$ cat config.mk
export PLATFORM = sky130hd
export DESIGN_NAME = interrupt_unit
export DESIGN_NICKNAME = d
export VERILOG_FILES = /design/src/rtl/interrupt_unit.sv
export SDC_FILE = /design/constraint.sdc
export NUM_CORES = 1
export LEC_CHECK = 0
export CAP_MARGIN = 10
export CORE_MARGIN = 10
export CORE_UTILIZATION = 50
export DETAILED_ROUTE_END_ITERATION = 8
export GPL_TIMING_DRIVEN = 0
export PLACE_DENSITY = 0.83
export SLEW_MARGIN = 20
export SYNTH_ARGS = -nofsm -noshare
export SYNTH_HDL_FRONTEND = slang
export SYNTH_SLANG_ARGS = --single-unit
$ cat constraint.sdc
create_clock -name clk -period 4.64 [get_ports clk]
set_clock_uncertainty 0.05 [all_clocks]
set_input_delay 0.928 -clock clk [delete_from_list [all_inputs] [get_ports clk]]
set_output_delay 0.928 -clock clk [all_outputs]
set_load 0.005 [all_outputs]
$ cat src/rtl/interrupt_unit.sv
// Interrupt unit: synchronizes NSRC raw interrupt lines, keeps per-source
// pending state (edge or level mode), arbitrates the lowest-index enabled
// pending source and runs a request/acknowledge/end-of-interrupt handshake
// with the CPU. Software reaches four registers through a small bus port.
//
// Ports:
//   clk, rst          clock; asynchronous active-low reset
//   src[NSRC-1:0]     raw interrupt lines (asynchronous to clk)
//   irq, icause[3:0]  request and cause code to the CPU
//   iack              one-cycle CPU acknowledge
//   cs, a, d, we, rd  register access (a[3:2] selects the register)
//   spo, ready        read data (valid only while ready=1), access-complete strobe
//
// Register map: 0x0 ENABLE, 0x4 PENDING (W1C), 0x8 EDGE, 0xC CAUSE (write = EOI).
module interrupt_unit #(
  parameter int unsigned NSRC = 8
) (
  input  logic            clk,
  input  logic            rst,
  input  logic [NSRC-1:0] src,
  output logic            irq,
  output logic [3:0]      icause,
  input  logic            iack,
  input  logic            cs,
  input  logic [3:0]      a,
  input  logic [31:0]     d,
  input  logic            we,
  input  logic            rd,
  output logic [31:0]     spo,
  output logic            ready
);

  typedef enum logic [1:0] {StIdle, StReq, StService} state_e;

  // Synchronizer (s1, s2) plus the edge-detect history flop (s3).
  logic [NSRC-1:0] s1_q, s2_q, s3_q;
  logic [NSRC-1:0] enable_q, enable_d;
  logic [NSRC-1:0] edge_q, edge_d;
  logic [NSRC-1:0] pend_q, pend_d;
  logic            ready_q, ready_d;
  logic [31:0]     spo_q, spo_d;
  state_e          state_q, state_d;
  logic            irq_q, irq_d;
  logic [3:0]      icause_q, icause_d;
  logic            insvc_q, insvc_d;

  logic            access, wr;
  logic [1:0]      sel;
  logic            eoi;
  logic [NSRC-1:0] rise, w1c, active;
  logic [3:0]      low_idx;
  logic            cur_active;
  logic [31:0]     rdata;

  // Address bits [1:0] and data bits above NSRC-1 are deliberately ignored.
  logic unused_bits;
  assign unused_bits = ^{a[1:0], d[31:NSRC]};

  assign access = cs & (rd | we);
  assign wr     = cs & we;
  assign sel    = a[3:2];
  assign eoi    = wr && (sel == 2'd3);
  assign rise   = s2_q & ~s3_q;
  assign w1c    = (wr && (sel == 2'd1)) ? d[NSRC-1:0] : '0;
  assign active = pend_q & enable_q;

  // Register writes.
  always_comb begin
    enable_d = enable_q;
    edge_d   = edge_q;
    if (wr && (sel == 2'd0)) enable_d = d[NSRC-1:0];
    if (wr && (sel == 2'd2)) edge_d   = d[NSRC-1:0];
  end

  // Pending update: level mode tracks the synchronized line; edge mode is
  // sticky, and a new rising edge beats a simultaneous W1C or acknowledge.
  always_comb begin
    pend_d = pend_q;
    for (int i = 0; i < int'(NSRC); i++) begin
      if (edge_q[i]) begin
        if (w1c[i] || (state_q == StReq && iack && icause_q == 4'(i))) pend_d[i] = 1'b0;
        if (rise[i]) pend_d[i] = 1'b1;
      end else begin
        pend_d[i] = s2_q[i];
      end
    end
  end

  // Lowest-index active source, and whether the latched cause is still active.
  always_comb begin
    low_idx    = '0;
    cur_active = 1'b0;
    for (int i = int'(NSRC) - 1; i >= 0; i--) begin
      if (active[i]) low_idx = 4'(i);
    end
    for (int i = 0; i < int'(NSRC); i++) begin
      if (icause_q == 4'(i)) cur_active = active[i];
    end
  end

  // Read mux. With rd and we together, the value held before the write is returned.
  always_comb begin
    rdata = '0;
    unique case (sel)
      2'd0: rdata = 32'(enable_q);
      2'd1: rdata = 32'(pend_q);
      2'd2: rdata = 32'(edge_q);
      2'd3: rdata = {27'b0, insvc_q, icause_q};
      default: rdata = '0;
    endcase
  end

  always_comb begin
    ready_d = access;
    spo_d   = (access && rd) ? rdata : '0;
  end

  // Request handshake.
  always_comb begin
    state_d  = state_q;
    irq_d    = irq_q;
    icause_d = icause_q;
    insvc_d  = insvc_q;
    unique case (state_q)
      StIdle: begin
        if (|active) begin
          state_d  = StReq;
          irq_d    = 1'b1;
          icause_d = low_idx;
        end
      end
      StReq: begin
        if (iack) begin
          state_d = StService;
          irq_d   = 1'b0;
          insvc_d = 1'b1;
        end else if (!cur_active) begin
          // Withdrawn request: the latched source lost its pending or enable.
          state_d  = StIdle;
          irq_d    = 1'b0;
          icause_d = '0;
        end
      end
      StService: begin
        if (eoi) begin
          state_d  = StIdle;
          insvc_d  = 1'b0;
          icause_d = '0;
        end
      end
      default: begin
        state_d  = StIdle;
        irq_d    = 1'b0;
        icause_d = '0;
        insvc_d  = 1'b0;
      end
    endcase
  end

  always_ff @(posedge clk or negedge rst) begin
    if (!rst) begin
      s1_q     <= '0;
      s2_q     <= '0;
      s3_q     <= '0;
      enable_q <= '0;
      edge_q   <= '0;
      pend_q   <= '0;
      ready_q  <= 1'b0;
      spo_q    <= '0;
      state_q  <= StIdle;
      irq_q    <= 1'b0;
      icause_q <= '0;
      insvc_q  <= 1'b0;
    end else begin
      s1_q     <= src;
      s2_q     <= s1_q;
      s3_q     <= s2_q;
      enable_q <= enable_d;
      edge_q   <= edge_d;
      pend_q   <= pend_d;
      ready_q  <= ready_d;
      spo_q    <= spo_d;
      state_q  <= state_d;
      irq_q    <= irq_d;
      icause_q <= icause_d;
      insvc_q  <= insvc_d;
    end
  end

  assign irq    = irq_q;
  assign icause = icause_q;
  assign ready  = ready_q;
  assign spo    = spo_q;

endmodule
==> run metrics <==
Critical Path Sink Type=flop; row cnt=27; CP Max Fanout=10; Fin Setup TNS=0 ps; largest area contributor in the synthesized netlist=dfrtp_1; top layer in use=met4; RR Endpoint=icause[0]$_DFFE_PN0P_; post-cts sizing count=0; metal3 WL=628 um; Syn Area/Cell=12.02 um2; Clock Tree Buf Depth=2; P_leak=0.001697 uW; vias in the first global route=2037; Critical Path Sink=edge_q[1]$_DFFE_PN0P_; RSZ-0062 raised after global routing=no; Final Hold Vio Count=0; Worst Hold Class=flop to flop; grt ovf=0; via count=2040; port bufs=36; status=complete, no violations; diodes inserted=0; final setup violation count=0; gp weighted congestion=0.9351; register area share after synthesis=0.5508; YS warnings=0; Pins Over Slew Limit=0; Crit Path Category=primary input to flop; Yosys reg bits=64; CTS Sinks=64; top cells by area, synth=dfrtp_1 (55%), buf_4 (7.2%), mux2_2 (6.2%); startpoint types=primary input; Post-Synthesis Cells=242; H-Tree Level Count=3; hpwl dp=4477 um; Die Height=96.26 um; Iter 0 DRT Violations=124; Die ar.=0.009266 mm2; vias per inst=5.231; min Tclk post-route=2386 ps; clk root buf=clkbuf_8; Tot Pwr=1636 uW; DR WL/cell=15.62 um; Total GRT Usage=0.1451; I/O pin count=88; Max VDD drop=0.0002210 V; top-area cell type share of the netlist area=0.5508; area delta synth->final=25.00%; CTS tree=done; Core ar.=0.005574 mm2; nets=364; Worst R2R Setup Slack=2890 ps; max-capacitance violation count=0; Top FF cell, synth=dfrtp_1; fraction of final layout cells sized beyond drive strength 1=0.2516; Crit. Startpoint=a[2]; Hold Path Depth=0; achievable frequency=419.2 MHz; Reg clk slew, reported paths=70 ps; wirelength, routed=6092 um; fillers=464; FF-to-FF path depth=6; Worst Path Arrival=2560 ps; clock latency on the worst-skew pair=340 ps; met1 wire length=2418 um; leading cell type in the layout, fill and taps excluded=dfrtp_1; initial antenna violation count=0; largest net degree at the start of global routing=62; PD cells=450.2 mW/mm2; postcts setup bufs=0; ys async rst share=1.000; drt pass-1 iters=4; Antenna Nets Post-Route=0; first-pass GRT wire length=10180 um; RR Startpoint=icause[0]$_DFFE_PN0P_; cts hold-fix bufs=0; met2 wire length=2896 um; number of synthesized flops with an enable pin=0; final period utilization=0.5141; Initial Util=0.5217; Die X=96.26 um; TritonCTS Buffers=9; most frequent cells in the layout=dfrtp_1 (64), clkdlybuf4s50_1 (35), buf_4 (29); Req. time, crit path=4810 ps; Netlist Area Pre-Place=0.002908 mm2; Layout Utilization=0.6521; Synth cell types=50; DR DRC count=0
per-stage QoR:
step	hold WS [ps]	cells	setup WS [ps]	cell area, um2
2_1_floorplan	281.2	266	2637	2998
3_3_place_gp	281.8	374	635.2	3448
3_5_place_dp	284.7	375	1871	3473
4_1_cts	299.6	390	2227	3635
5_1_grt	310.6	390	2165	3635
6_report	292.1	390	2254	3635
sequential cells by signal, summed over array words and instances (netlist names):
signal    count
state_q       2
insvc_q       1
icause        3
s3_q          8
s2_q          8
ready         1
irq           1
enable_q      8
spo           8
edge_q        8
pend_q        8
s1_q          8
cell usage after synthesis (3+ instances only):
master / instances
inv_1: 5
nand2_1: 28
and3_1: 3
mux2i_1: 4
mux4_2: 3
nor2b_1: 5
a221oi_1: 8
a21o_1: 8
buf_2: 3
nor2_1: 17
a21oi_1: 9
dfrtp_1: 64
buf_4: 28
mux2_2: 16
routing by layer:
metal,vias up,global-route usage
li1,958,-
met1,980,0.1741
met2,89,0.2220
met3,13,0.04747
met4,0,0.08845
met5,-,0
how the worst min path moves through the flow:
stage	startpoint	end	slack [ps]
5_1_grt	rst	s2_q[3]$_DFF_PN0_	310
3_5_place_dp	s1_q[1]$_DFF_PN0_	s2_q[1]$_DFF_PN0_	280
4_1_cts	s1_q[0]$_DFF_PN0_	s2_q[0]$_DFF_PN0_	300
3_3_place_gp	s1_q[6]$_DFF_PN0_	s2_q[6]$_DFF_PN0_	280
6_report	s1_q[0]$_DFF_PN0_	s2_q[0]$_DFF_PN0_	290
2_1_floorplan	s1_q[0]$_DFF_PN0_	s2_q[0]$_DFF_PN0_	280
critical path: stages:
cell             delay [ps]
clkdlybuf4s50_1         500
buf_2                   300
nor2_1                   90
nand2_1                 350
mux2_2                  390
power breakdown:
part / internal, uW / switching (uW) / total [uW] / leakage [uW]
combinational: 261 / 250 / 511 / 0.000847
sequential: 649 / 79.5 / 729 / 0.000773
clock: 187 / 209 / 397 / 0.0000769
total: 1100 / 539 / 1640 / 0.00170
layout make-up:
class                           count  area [um2]  share of cell area
Sequential cell                    64        1602              0.4406
Buffer                             32       236.5             0.06506
Clock inverter                      6       37.54             0.01033
Inverter                            6       22.52            0.006196
Multi-Input combinational cell    164        1137              0.3129
Clock buffer                        9       123.9             0.03408
Tap cell                           72       90.09             0.02478
Timing Repair Buffer               37       385.4              0.1060
cell families after synthesis:
family	Yosys count	synth area share
multiplexers	24	0.1080
other	1	0.001290
buffers and inverters	38	0.08907
AO/OA/AOI/OAI	48	0.1300
AND/OR/NAND/NOR	67	0.1209
flip-flops	64	0.5508
Note: power is estimated with default switching activity, not from simulation.
